===== src/rtl/pc_pkg.sv =====
// rtl/pc_pkg.sv - shared types and constants for the fetch-stage PC unit
package pc_pkg;

  typedef enum logic [2:0] {
    PCSEL_EXC,
    PCSEL_HOLD,
    PCSEL_ERET,
    PCSEL_RET,
    PCSEL_JMP,
    PCSEL_BR,
    PCSEL_SEQ
  } pc_sel_t;

  localparam int unsigned INSTR_BYTES = 4;

  // Exception outranks stall so a trap can never be swallowed by a held pipe.
  function automatic pc_sel_t pc_select(
    input logic exc,
    input logic stall,
    input logic eret,
    input logic ret,
    input logic jmp,
    input logic br_taken
  );
    pc_sel_t sel;
    if (exc)           sel = PCSEL_EXC;
    else if (stall)    sel = PCSEL_HOLD;
    else if (eret)     sel = PCSEL_ERET;
    else if (ret)      sel = PCSEL_RET;
    else if (jmp)      sel = PCSEL_JMP;
    else if (br_taken) sel = PCSEL_BR;
    else               sel = PCSEL_SEQ;
    return sel;
  endfunction

endpackage


===== src/rtl/pc_ras.sv =====
// rtl/pc_ras.sv - circular return-address stack, oldest entry lost on overflow
module pc_ras
  import pc_pkg::*;
#(
  parameter int XLEN      = 32,
  parameter int RAS_DEPTH = 4
) (
  input  logic                       clock,
  input  logic                       reset,
  input  logic                       push,
  input  logic                       pop,
  input  logic [XLEN-1:0]            push_data,
  output logic [XLEN-1:0]            top,
  output logic [$clog2(RAS_DEPTH):0] count,
  output logic                       empty
);

  localparam int PW = $clog2(RAS_DEPTH);
  localparam int CW = PW + 1;

  logic [XLEN-1:0] mem [RAS_DEPTH];
  logic [PW-1:0]   ptr;
  logic [PW-1:0]   wr_idx;
  logic            full;
  logic            do_pop;

  assign empty  = (count == '0);
  assign full   = (count == CW'(RAS_DEPTH));
  assign do_pop = pop && !empty;
  assign top    = mem[ptr];

  // Push and pop together replace the current top in place.
  assign wr_idx = do_pop ? ptr : ptr + PW'(1);

  always_ff @(posedge clock) begin
    if (push) begin
      mem[wr_idx] <= push_data;
    end
  end

  always_ff @(posedge clock or negedge reset) begin
    if (!reset) begin
      ptr   <= '0;
      count <= '0;
    end else if (push && !do_pop) begin
      ptr <= ptr + PW'(1);
      if (!full) begin
        count <= count + CW'(1);
      end
    end else if (do_pop && !push) begin
      ptr   <= ptr - PW'(1);
      count <= count - CW'(1);
    end
  end

endmodule


===== src/rtl/pc_unit.sv =====
// rtl/pc_unit.sv - architectural PC register with prioritised next-PC select and RAS
module pc_unit
  import pc_pkg::*;
#(
  parameter int              XLEN         = 32,
  parameter logic [XLEN-1:0] RESET_VECTOR = 32'h0000_0000,
  parameter logic [XLEN-1:0] EXC_VECTOR   = 32'h8000_0180,
  parameter int              RAS_DEPTH    = 4
) (
  input  logic                       clock,
  input  logic                       reset,
  input  logic                       stall,
  input  logic                       exc,
  input  logic                       eret,
  input  logic [XLEN-1:0]            epc,
  input  logic                       ret,
  input  logic                       jmp,
  input  logic                       call,
  input  logic [XLEN-1:0]            jmp_addr,
  input  logic                       br_taken,
  input  logic [XLEN-1:0]            br_addr,
  output logic [XLEN-1:0]            pc,
  output logic [XLEN-1:0]            pc_plus4,
  output logic                       ras_underflow,
  output logic [$clog2(RAS_DEPTH):0] ras_count
);

  pc_sel_t         sel;
  logic [XLEN-1:0] next_pc;
  logic [XLEN-1:0] ras_top;
  logic            ras_empty;
  logic            ras_push;
  logic            ras_pop;
  logic            underflow_d;

  assign pc_plus4 = pc + XLEN'(INSTR_BYTES);
  assign sel      = pc_select(exc, stall, eret, ret, jmp, br_taken);

  // The RAS only moves on the cycles where the PC really takes that path.
  assign ras_push    = (sel == PCSEL_JMP) && call;
  assign ras_pop     = (sel == PCSEL_RET) && !ras_empty;
  assign underflow_d = (sel == PCSEL_RET) && ras_empty;

  always_comb begin
    next_pc = pc_plus4;
    unique case (sel)
      PCSEL_EXC:  next_pc = EXC_VECTOR;
      PCSEL_HOLD: next_pc = pc;
      PCSEL_ERET: next_pc = epc;
      PCSEL_RET:  next_pc = ras_empty ? jmp_addr : ras_top;
      PCSEL_JMP:  next_pc = jmp_addr;
      PCSEL_BR:   next_pc = br_addr;
      default:    next_pc = pc_plus4;
    endcase
  end

  always_ff @(posedge clock or negedge reset) begin
    if (!reset) begin
      pc            <= RESET_VECTOR;
      ras_underflow <= 1'b0;
    end else begin
      pc            <= next_pc;
      ras_underflow <= underflow_d;
    end
  end

  pc_ras #(
    .XLEN      (XLEN),
    .RAS_DEPTH (RAS_DEPTH)
  ) u_ras (
    .clock     (clock),
    .reset     (reset),
    .push      (ras_push),
    .pop       (ras_pop),
    .push_data (pc_plus4),
    .top       (ras_top),
    .count     (ras_count),
    .empty     (ras_empty)
  );

endmodule


===== config.mk =====
export PLATFORM = sky130hd
export DESIGN_NAME = pc_unit
export DESIGN_NICKNAME = d
export VERILOG_FILES = /design/src/rtl/pc_pkg.sv /design/src/rtl/pc_ras.sv /design/src/rtl/pc_unit.sv
export SDC_FILE = /design/constraint.sdc
export NUM_CORES = 1
export LEC_CHECK = 0
export ABC_AREA = 1
export CAP_MARGIN = 20
export CORE_ASPECT_RATIO = 1.2
export CORE_MARGIN = 4
export CORE_UTILIZATION = 40
export DETAILED_ROUTE_END_ITERATION = 12
export PLACE_DENSITY = 0.61
export REMOVE_ABC_BUFFERS = 1
export SYNTH_ARGS = -nofsm -noshare
export SYNTH_HDL_FRONTEND = slang
export SYNTH_SLANG_ARGS = --single-unit

===== constraint.sdc =====
create_clock -name clock -period 5.4 [get_ports clock]
set_input_delay 0.81 -clock clock [delete_from_list [all_inputs] [get_ports clock]]
set_output_delay 0.81 -clock clock [all_outputs]
set_load 0.01 [all_outputs]

# Word level (Yosys, flattened, before mapping)
# Memory sizes are Yosys's and may differ from the RTL's.
# Cells that the tools add are included.
classes:
  n_addsub: 5
  eq_ne: 7
  n_mux: 16
  n_reduce_logical: 13
op_table:
  columns: ["operator", "count"]
  rows:
  - ["one-hot mux 32 bit (6 select lines)", 1]
  - ["adder 32 x 3 -> 32 bit, second input constant", 1]
  - ["2-to-1 mux 32 bit", 1]
  - ["2-to-1 mux 3 bit", 7]
  - ["2-to-1 mux 2 bit", 5]
  - ["equality test 3 bit, second input constant", 3]
  - ["equality test 3 x 2 -> 1 bit, second input constant", 2]
  - ["logical AND 1 bit", 6]
  - ["zero test 3 bit", 2]
  - ["adder 3 x 1 -> 3 bit, second input constant", 1]
  - ["equality test 3 x 1 -> 1 bit, second input constant", 1]
  - ["zero test 1 bit", 3]
  - ["subtractor 3 x 1 -> 3 bit, second input constant", 1]
  - ["adder 2 x 1 -> 2 bit, second input constant", 1]
  - ["2-to-1 mux 1 bit", 2]
  - ["!= test 2 bit, second input constant", 1]
  - ["AND reduction 2 bit", 1]
  - ["nonzero test 2 bit", 1]
  - ["subtractor 2 x 1 -> 2 bit, second input constant", 1]
word_totals:
  ff_bits: 38
  ramBits: 128
  in_bits: 105
  output_inout_bits: 68
  word_cells: 46
  n_memories: 1
memory_table:
  columns: ["memory", "depth", "width", "read_ports", "rd_clocked_by_memory_dff", "write_ports", "line", "source"]
  rows:
  - ["u_ras.mem", 4, 32, 1, 0, 1, "pc_ras.sv:21", "logic [XLEN-1:0] mem [RAS_DEPTH];"]

# Logic depth before layout (Yosys ltp)
# Gate-level depths: netlist of run 1.
logic_depth:
  depth_word: 13
  depth_mapped: 17
  ltp_nobuf: 17

# Modules after synthesis
# From an unflattened synthesis of run 1, not the netlist that was laid out.
hier_totals:
  cells_unflattened: 976
  hier_area_um2: 8633.3
modules_own_cells:
  columns: ["mod", "instances", "cells_per_inst", "area_each_um2", "seq_area_each_um2"]
  rows:
  - ["pc_ras", 1, 384, 5260.0, 3968.8]
  - ["pc_unit", 1, 592, 3373.2, 825.8]

# Least setup slack after synthesis of run 1
# No wires, ideal clock.
synth_timing:
  path_kind: "input-to-reg"
  from: "in exc"
  to: "mem u_ras.mem[3][0], enable pin"
  setup_time_ns: 0.461
  arrival_time_ns: 3.785
  required_time_ns: 4.939
  setup_slack_ns: 1.154
  stages: 6
  n_path_buf: 1
  cell_sequence: "inv_2 -> nand4_2 -> nor2_2 -> buf_2 -> o21ai_0 -> nor3_1"
synth_between:
  elab_chain_len: 5
  word_cells_on_any_way: 9
  classes_between: "eq/ne: 2; mux: 4; reduce/logical: 3"
synth_rtl:
  columns: ["element", "line", "source"]
  rows:
  - ["from (decl)", "pc_unit.sv:13", "input logic exc,"]
  - ["2-to-1 mux 3 bit *", "pc_pkg.sv:26", "if (exc) sel = PCSEL_EXC;"]
  - ["equality test 3 bit / equality test 3 x 2 -> 1 bit (equally long branches)", "pc_unit.sv:40, pc_unit.sv:41", null]
  - ["logical AND 1 bit, on equally long branches", "pc_unit.sv:40, pc_unit.sv:41", null]
  - ["2-to-1 mux 1 bit / logical AND 1 bit (equally long branches)", "pc_ras.sv:36, pc_ras.sv:29", null]
  - ["2-to-1 mux 1 bit (implied by the code) / 2-to-1 mux 2 bit (equally long branches)", "pc_ras.sv:37, pc_ras.sv:33", null]
  - ["to (decl)", "pc_ras.sv:21", null]
# Every way passes the cells marked *; elsewhere a longest branch is shown, timed or not.

# Final worst setup path of run 1
layout_timing:
  from: "reg pc[2]"
  to: "out pc_plus4[12]"
layout_between:
  elab_chain_len: 1
layout_rtl:
  columns: ["element", "line", "source"]
  rows:
  - ["from (decl)", "pc_unit.sv:22", "output logic [XLEN-1:0] pc,"]
  - ["from (signal assigned)", "pc_unit.sv:62", "pc <= next_pc;"]
  - ["adder 32 x 3 -> 32 bit", "pc_unit.sv:36", "assign pc_plus4 = pc + XLEN'(INSTR_BYTES);"]
  - ["to (decl)", "pc_unit.sv:23", "output logic [XLEN-1:0] pc_plus4,"]
# Every way passes these cells.

==> impl_metrics.yaml, run 1 <==
synthesis:
  synth_xor_area_share_pct: 2.19
  synth_seq_cells: 166
  synth_cell_type_count: 39
  synth_edf_count: 128
  syn_area_um2: 8750
  synth_seq_area_share_pct: 54.8
  synth_async_sr_flop_share_pct: 22.9
  synth_fa_ha_area_share_pct: 0.715
  synthMuxAreaShare_pct: 0.114
  synth.avg_cell_area_um2: 8.45
  netlist_top_cells_area: "edfxtp_1 (44%), nand2_1 (15%), dfrtp_1 (11%)"
  synth-simple-area-share_pct: 31.4
  synthCells: 1036
  yosysTopAreaCellShare_pct: 43.9
  synthFlopType: "edfxtp_1"
  ys.warnings.count: 0
  yosys.area.top_type: "edfxtp_1"
  synth_top_family_by_area: "simple AND/OR/NAND/NOR gates"
  synth_compound_area_share_pct: 4.54
sta:
  max_freq_mhz: 264
  clock_skew_ns: 0.0109
  slew_violations: 0
  fin_tns_setup_ns: 0
  relSlewSlack_pct: 26.2
  finalCritPeriodShare_pct: 70.2
  hold_violations: 0
  min_period_ns: 3.79
  setup_violations: 0
  worstMarginPinSlew_ns: 1.11
  rsz0062_at_grt: "no"
routing:
  routed_via_density: 5.21
  wl_per_cell_um: 19.0
  drt_first_pass_iters: 5
  num_vias: 7729
  drtAntennaViolNets: 0
  drt_iter0_markers: 646
  remaining_drc_errors: 0
  drt_wl_total_mm: 28.2
clock_network:
  cts_setup_buffers: 0
  ctsHtreeMaxLevel: 4
  ctsResizeCount: 0
  cts_made_buffers: 17
  cts_sinks: 166
  root_buffer: "clkbuf_16"
  cts.hold.buffers_added: 0
  cts_tree: "done"
  clkTransAtPathRegs_ns: 0.07
  insertion_delay_ns: 0.42
  cts_buffer_depth: 2
floorplanning:
  dieWidth_um: 143
  start_util_pct: 40.5
  top_level_ports: 173
  dieArea_um2: 24300
  num_rows: 59
  core-area_um2: 21600
  dieHeight_um: 170
worst_setup_path:
  cp-end-kind: "primary output"
  crit_path_start_kind: "flip-flop"
  r2r-end: "u_ras.mem[0][24]$_DFFE_PP_"
  startpoint: "pc[2]$_DFFE_PN0P_"
  r2r_setup_slack_ns: 2.44
  cp.required_ns: 4.59
  crit_arrival_ns: 2.98
  reg2reg_from: "u_ras.count[1]$_DFFE_PN0P_"
  reg2reg_depth: 9
  cp_top_family: "buffers and inverters"
  crit_type: "reg -> out"
  worstPathCellList: "ha_1 -> inv_1 -> nor2_2 -> nand2_1 -> nor2_4 -> xor2_1 -> clkdlybuf4s50_1"
  cpPeakStageDelay_ns: 0.63
  cp_max_fo: 6
  worst_path_max_delay_cell: "clkdlybuf4s50_1"
  path_buf_inv: 2
power_and_ir_drop:
  switchingPower_w: 0.00135
  comb_power_share_pct: 27.9
  p_leak_nw: 4.57
  vdd_drop_max_uv: 241
  p_seq_share_pct: 41.6
  power.density_nw_per_um2: 352
  p_sw_share_pct: 34.0
  share_clk_of_total_power_pct: 30.5
  p_int_w: 0.00263
final_layout:
  nets: 1306
  fill_cells: 2037
  final_cell_mix: "nand2_1 (345), clkdlybuf4s50_1 (171), nand3_1 (134)"
  antenna_cells: 0
  final_cells: 1483
  area_growth_pct: 29.1
  final_util_pct: 52.3
  layout-drive-gt1-share_pct: 7.20
  final_common_cell: "nand2_1"
placement:
  place_inst: 1450
  port_buffers: 172
  hpwlAfterDp_mm: 19.0
  place_congestion: 0.863
global_route:
  overflow: 0
  antenna_found_initial: 0
  grt_max_degree: 59
  grt_pass1_vias: 7489
  grt_pass1_wl_mm: 42.4
  grt_usage_pct: 23.0
flow_run:
  cap_violations: 0
hold_path:
  hold_path_class: "in -> async"
outcome:
  status: "finished, final reports clean"
[routing by layer]
metal	share of wire [%]	vias to the layer above	wire length [um]	global-route usage, %
li1	-	3736	-	-
met1	41	3679	11700	29.0
met2	50	263	14000	39.7
met3	5.9	51	1670	4.27
met4	2.7	0	766	7.77
met5	0	-	0	0
[flip-flops by register name (all words and copies together), names as in the netlist]
name and count:
ras_underflow 1, pc 32, u_ras.count 3, u_ras.ptr 2, u_ras.mem 128
[worst reg2reg max path, cell delays in order (launching register included)]
cell and delay [ns]:
dfrtp_1 0.41, nor2_1 0.09, nand2_2 0.15, inv_1 0.07
nor2_2 0.77, nand2_1 0.21, o21ai_0 0.25, nand2_1 0.12
nor2_2 0.09, buf_4 0.42
[logic make-up after synthesis]
kind of cell	after synthesis
AO/OA/AOI/OAI	70
XOR/XNOR	21
flip-flops	166
adder cells (fa/ha/maj)	5
buffers and inverters	131
multiplexers	1
AND/OR/NAND/NOR	642
[per-stage QoR]
step | setup WS (ns) | hold slack, ns | instance area [um2] | total power (W)
global route | 1.29 | 0.347 | 11300 | 0.00417
global placement | 1.58 | 0.537 | 10700 | 0.00278
detailed placement | 1.49 | 0.528 | 10700 | 0.00279
CTS | 1.58 | 0.539 | 11300 | 0.00400
finish | 1.61 | 0.334 | 11300 | 0.00398
floorplan | 0.598 | 0.514 | 8530 | 0.00223
[layout make-up]
class	count	area, um2	area share (%)
timing repair buffer	185	1830	16.2
clock inverter	13	145	1.28
multi-input combinational	739	3420	30.3
tap	274	343	3.03
sequential	166	4800	42.4
clock buffer	19	443	3.92
inverter	87	327	2.89
[cells in the mapped netlist, types with 6 or more instances]
| cell type | instances |
|---|---|
| inv_1 | 76 |
| xor2_1 | 16 |
| nor2_1 | 110 |
| edfxtp_1 | 128 |
| nand4_1 | 11 |
| clkbuf_1 | 15 |
| o21ai_0 | 28 |
| nand2_1 | 345 |
| dfrtp_1 | 38 |
| o211ai_1 | 6 |
| inv_2 | 10 |
| nor2_2 | 6 |
| nand3_1 | 134 |
| buf_2 | 21 |
| a21oi_1 | 23 |
| nor3_1 | 11 |
| nand2_2 | 9 |
[worst max-delay path by stage]
stage	endpoint	depth (start not counted)	slack, ns
3_3_place_gp	u_ras.mem[0][16]$_DFFE_PP_	9	1.58
3_5_place_dp	u_ras.mem[0][27]$_DFFE_PP_	9	1.49
5_1_grt	pc_plus4[12]	7	1.29
6_report	pc_plus4[12]	7	1.61
4_1_cts	pc_plus4[12]	7	1.58
2_1_floorplan	u_ras.mem[3][0]$_DFFE_PP_	4	0.60
[power by group through the flow]
stage,logic (W),clock network (W),registers [W]
after floorplan,0.000576,0,0.00166
after global placement,0.00110,0,0.00168
after detailed placement,0.00111,0,0.00168
after CTS,0.00112,0.00123,0.00166
after global routing,0.00122,0.00128,0.00167
final,0.00111,0.00122,0.00166
(Power assumes the default switching activity.)
==> inputs of run 2 (changes only) <==
- PLACE_DENSITY: 0.61 -> 0.64
- clock period: 5.4 -> 3.1 ns (I/O delays scaled with it)
==> run 2 against run 1 <==
Effect of this change:
- combinational power rose by 91%
- clock skew rose by 0.0083 ns
- sequential share of layout area fell by 1.4 points
- routed wire length rose by 1.1%
- worst hold slack got worse by 0.25 ns
- flip-flop and latch count did not move
- sequential power rose by 71%
- critical path depth did not move
- die area did not move
- global-route usage rose by 0.44 points
- worst setup slack got worse by 1.5 ns
- critical path type unchanged
- largest power group unchanged
==> impl_metrics.yaml, run 2 (synthesized netlist as in run 1, its figures left out) <==
flow_run:
  cap_violations: 0
power_and_ir_drop:
  vdd_drop_max_uv: 425
  p_seq_share_pct: 40.2
  p_total_w: 0.00705
  share_clk_of_total_power_pct: 29.7
  power.density_nw_per_um2: 601
  p_sw_share_pct: 33.4
  p_leak_nw: 4.81
  switchingPower_w: 0.00236
  comb_power_share_pct: 30.1
  p_int_w: 0.00469
sta:
  slew_violations: 0
  max_freq_mhz: 332
  worstMarginPinSlew_ns: 0.711
  relSlewSlack_pct: 52.6
  min_period_ns: 3.01
  finalCritPeriodShare_pct: 97.2
  hold_violations: 0
  setup_violations: 0
  setup_ws_ns: 0.0878
  clock_skew_ns: 0.0192
final_layout:
  final_cell_mix: "nand2_1 (339), clkdlybuf4s50_1 (167), nand3_1 (133)"
  regArea_um2: 4820
  layout-drive-gt1-share_pct: 12.4
  fill_cells: 1962
  final_common_cell: "nand2_1"
  nets: 1339
  multi_input_area_um2: 3580
  largest_reg_flops: 128
  largestRegisters: "u_ras.mem (128), pc (32), u_ras.count (3)"
  final_util_pct: 54.2
  area_growth_pct: 33.9
  regMostFlops: "u_ras.mem"
  antenna_cells: 0
global_route:
  grt_pass1_wl_mm: 43.3
  grt_usage_pct: 23.4
  grt_pass1_vias: 7540
  overflow: 0
  antenna_found_initial: 0
  grt_max_degree: 34
floorplanning:
  start_util_pct: 40.5
  dieWidth_um: 143
  dieArea_um2: 24300
  top_level_ports: 173
  dieHeight_um: 170
  num_rows: 59
  core-area_um2: 21600
routing:
  drt_iter0_markers: 526
  wl_met1_mm: 11.7
  route.met2.wl_mm: 14.4
  remaining_drc_errors: 0
  num_vias: 7900
  routed_via_density: 5.21
  wl_per_cell_um: 18.8
  wl_met3_mm: 1.65
  top_layer: "met4"
  drtAntennaViolNets: 0
  drt_first_pass_iters: 5
  drt_wl_total_mm: 28.5
worst_setup_path:
  cpPeakStageDelay_ns: 0.59
  startpoint: "pc[2]$_DFFE_PN0P_"
  worst_path_max_delay_cell: "clkdlybuf4s50_1"
  path_buf_inv: 2
  worstPathCellList: "ha_4 -> inv_1 -> nor2_4 -> nand2_2 -> nor2_1 -> xor2_1 -> clkdlybuf4s50_1"
  crit_path_start_kind: "flip-flop"
  crit_type: "reg -> out"
  cp.required_ns: 2.63
  cp_top_family: "buffers and inverters"
  cp_max_fo: 5
  cp-end-kind: "primary output"
  reg2reg_from: "u_ras.ptr[1]$_DFFE_PN0P_"
  crit_arrival_ns: 2.55
hold_path:
  hold_path_class: "in -> async"
clock_network:
  insertion_delay_ns: 0.43
  cts_made_buffers: 17
  cts_buffer_depth: 2
  ctsHtreeMaxLevel: 4
  root_buffer: "clkbuf_16"
  clkTransAtPathRegs_ns: 0.06
  cts_sinks: 166
  cts_tree: "done"
outcome:
  status: "finished, final reports clean"
placement:
  dp_worst_setup_slack_ns: 0.175
  port_buffers: 172
  hpwlAfterDp_mm: 20.2
  place_congestion: 0.927
[run 2: cell count changes in the layout (fill, tap and decap cells not counted), moves of 5 or more]
cell / delta
dfrtp_1: -15
dfrtp_2: +15
nor2_1: -5
buf_4: +33
nand2_1: -6
nand2_2: +6
[run 2: metrics by stage]
stage / instances / area, um2 / hold WS, ns / setup TNS [ns]
floorplan: 992 / 8530 / 0.169 / -139.26
global placement: 1479 / 10900 / 0.527 / 0
detailed placement: 1479 / 10900 / 0.532 / 0
CTS: 1511 / 11600 / 0.0915 / -0.0111
global route: 1516 / 11700 / 0.118 / -0.0121
finish: 1516 / 11700 / 0.0836 / 0
[run 2: power by group through the flow]
stage,clock network (W),registers (W),logic [W]
after floorplan,0,0.00289,0.00100
after global placement,0,0.00286,0.00208
after detailed placement,0,0.00287,0.00210
after CTS,0.00212,0.00283,0.00212
after global routing,0.00221,0.00286,0.00234
final,0.00209,0.00284,0.00212
[run 2: routing by layer]
layer | track usage (%) | vias up
met2 | 39.7 | 265
met4 | 8.47 | 0
met1 | 30.5 | 3799
met3 | 3.54 | 42
met5 | 0 | -
li1 | - | 3794
[run 2: timing repair]
item,in CTS,in global routing
hold buffers,0,0
resized for setup,20,31
setup endpoints to repair,15,14
hold endpoints to repair,0,0
pin swaps,0,2
setup buffers,0,5
[run 2: cell type report]
type | count | share of cell area [%]
clock buffers | 24 | 4.11
clock inverters | 8 | 0.843
inverters | 87 | 2.79
multi-input cells | 739 | 30.5
flip-flops and latches | 166 | 41.1
well taps | 274 | 2.92
repair buffers | 218 | 17.7
[run 2: worst reg2reg max path, stage by stage, from the launching register on]
cell	delay, ns
dfrtp_1	0.75
clkinv_1	0.20
buf_4	0.27
nand2_1	0.16
o21ai_0	0.19
nor3_2	0.23
buf_4	0.31
[run 2: path summary, 6_finish.rpt]
| kind | cells after the start | slack, ns | end |
|---|---|---|---|
| max | 7 | 0.09 | pc_plus4[18] |
| min | 1 | 0.08 | u_ras.ptr[1]$_DFFE_PN0P_ |
| max reg2reg | 6 | 0.67 | u_ras.mem[3][10]$_DFFE_PP_ |
| min reg2reg | 2 | 0.54 | pc[31]$_DFFE_PN0P_ |
| max in group asynchronous | 2 | 2.29 | pc[18]$_DFFE_PN0P_ |
| min in group clock | 2 | 0.54 | pc[31]$_DFFE_PN0P_ |
==> inputs of run 3 (changes only) <==
- CAP_MARGIN: 20 -> default
- CORE_UTILIZATION: 40 -> 52
- PLACE_DENSITY: 0.64 -> 0.77
- clock period: 3.1 -> 3.2 ns (I/O delays scaled with it)
==> run 3 against run 2 <==
Effect of this change:
- global-route usage grew 5.3 points
- first-iteration DRC count grew 47%
- worst hold slack improved by 0.18 ns
==> impl_metrics.yaml, run 3 (synthesized netlist as in run 1, its figures left out) <==
outcome:
  status: "finished, final reports clean"
routing:
  wl_per_cell_um: 19.0
  wl_met1_mm: 10.5
  num_vias: 7934
  drt_iter0_markers: 773
  drt_first_pass_iters: 5
  wl_met3_mm: 2.37
  top_layer: "met4"
  routed_via_density: 5.53
  route.met2.wl_mm: 13.6
  drtAntennaViolNets: 0
  remaining_drc_errors: 0
  drt_wl_total_mm: 27.3
sta:
  clock_skew_ns: 0.00924
  hold_violations: 0
  setup_violations: 0
  setup_ws_ns: 0.0915
  slew_violations: 0
  finalCritPeriodShare_pct: 97.1
  worstMarginPinSlew_ns: 1.10
  min_period_ns: 3.11
  max_freq_mhz: 322
  relSlewSlack_pct: 26.3
clock_network:
  cts_buffer_depth: 2
  cts_sinks: 166
  root_buffer: "clkbuf_16"
  clkTransAtPathRegs_ns: 0.06
  insertion_delay_ns: 0.43
  cts_made_buffers: 17
  ctsHtreeMaxLevel: 4
  cts_tree: "done"
  cts_setup_buffers: 0
placement:
  place_area_um2: 10800
  port_buffers: 172
  dp_worst_setup_slack_ns: 0.186
  hpwlAfterDp_mm: 18.4
  place_congestion: 0.923
  place_inst: 1404
flow_run:
  cap_violations: 0
worst_setup_path:
  path_buf_inv: 1
  crit_arrival_ns: 2.63
  cp_max_fo: 6
  cp-end-kind: "primary output"
  worst_path_max_delay_cell: "clkdlybuf4s50_1"
  cp_common_cell: "nand2_1"
  cp_top_family: "buffers and inverters"
  cpPeakStageDelay_ns: 0.67
  crit_type: "reg -> out"
  worstPathCellList: "nand2_1 -> nor2_1 -> nand2_1 -> nor2_2 -> xor2_1 -> clkdlybuf4s50_1"
  crit_path_start_kind: "flip-flop"
  cp.required_ns: 2.72
final_layout:
  fin_area_um2: 11500
  fill_cells: 1269
  final_cell_mix: "nand2_1 (343), clkdlybuf4s50_1 (170), nand3_1 (133)"
  regMostFlops: "u_ras.mem"
  antenna_cells: 0
  layout-drive-gt1-share_pct: 9.64
  final_cells: 1436
  regArea_um2: 4810
  largestRegisters: "u_ras.mem (128), pc (32), u_ras.count (3)"
  multi_input_area_um2: 3480
  nets: 1321
  largest_reg_flops: 128
  area_growth_pct: 31.5
  final_util_pct: 70.2
  final_common_cell: "nand2_1"
floorplanning:
  num_rows: 51
  dieHeight_um: 150
  dieWidth_um: 126
  dieArea_um2: 19000
  start_util_pct: 53.4
  core-area_um2: 16400
  top_level_ports: 173
global_route:
  antenna_found_initial: 0
  grt_usage_pct: 28.7
  grt_max_degree: 53
  grt_pass1_vias: 7690
  grt_pass1_wl_mm: 41.7
  overflow: 0
hold_path:
  hold_path_class: "in -> async"
power_and_ir_drop:
  p_leak_nw: 4.73
  p_total_w: 0.00707
  power.density_nw_per_um2: 614
  vdd_drop_max_uv: 501
## run 3: changes by cell type in the layout (fill, tap and decap cells not counted), sizes merged, moves of 2 or more
cell           change
clkinvlp           -2
bufinv             +4
buf               -18
clkbuf             -4
dlymetal6s2s       -2
clkdlybuf4s50      +3
## run 3: worst register-to-register path, cell delays in order, from the launching register on
cell,delay (ns)
dfrtp_1,0.88
xor2_1,0.21
o21ai_0,0.43
nand2_1,0.14
nor2_2,0.12
buf_4,0.34
## run 3: layout make-up
type / count / share of cell area (%)
Sequential cell: 166 / 41.7
Multi-Input combinational cell: 739 / 30.3
Tap cell: 212 / 2.30
Timing Repair Buffer: 200 / 17.1
Clock inverter: 12 / 1.98
Inverter: 87 / 2.84
Clock buffer: 20 / 3.79
## run 3: metal layers
metal / track usage (%) / vias to the layer above
met1: 35.0 / 3713
met3: 6.14 / 61
li1: - / 3772
met5: 0 / -
met4: 11.7 / 0
met2: 49.8 / 388
## run 3: stage by stage
stage	TNS (ns)	hold WS, ns
after global placement	0	0.529
after floorplan	-126.94	0.184
after detailed placement	0	0.530
after global routing	-0.00736	0.317
final	0	0.264
after CTS	0	0.270
## run 3: repair_timing
item                       in CTS  in global routing
hold buffers                    0                  0
gates cloned                    0                  0
setup endpoints to repair       6                 10
pin swaps                       0                  1
resized for setup               5                 17
## run 3: worst paths after layout
check                                                 from                         end  slack (ns)  cells past startpoint
worst max-delay path                     pc[9]$_DFFE_PN0P_                pc_plus4[14]        0.09                      6
worst min-delay path                                 reset           pc[0]$_DFFE_PN0P_        0.26                      1
worst max register to register    u_ras.ptr[1]$_DFFE_PN0P_  u_ras.mem[0][10]$_DFFE_PP_        0.74                      5
worst min register to register  u_ras.count[0]$_DFFE_PN0P_  u_ras.count[0]$_DFFE_PN0P_        0.54                      1
max in group asynchronous                            reset           pc[5]$_DFFE_PN0P_        2.19                      1
min in group clock              u_ras.count[0]$_DFFE_PN0P_  u_ras.count[0]$_DFFE_PN0P_        0.54                      1
## run 3: where the power goes
| part | total (W) | internal [W] | switching [W] |
|---|---|---|---|
| clock | 0.00231 | 0.00147 | 0.000844 |
| sequential | 0.00274 | 0.00249 | 0.000245 |
| combinational | 0.00202 | 0.000810 | 0.00121 |
| total | 0.00707 | 0.00477 | 0.00230 |
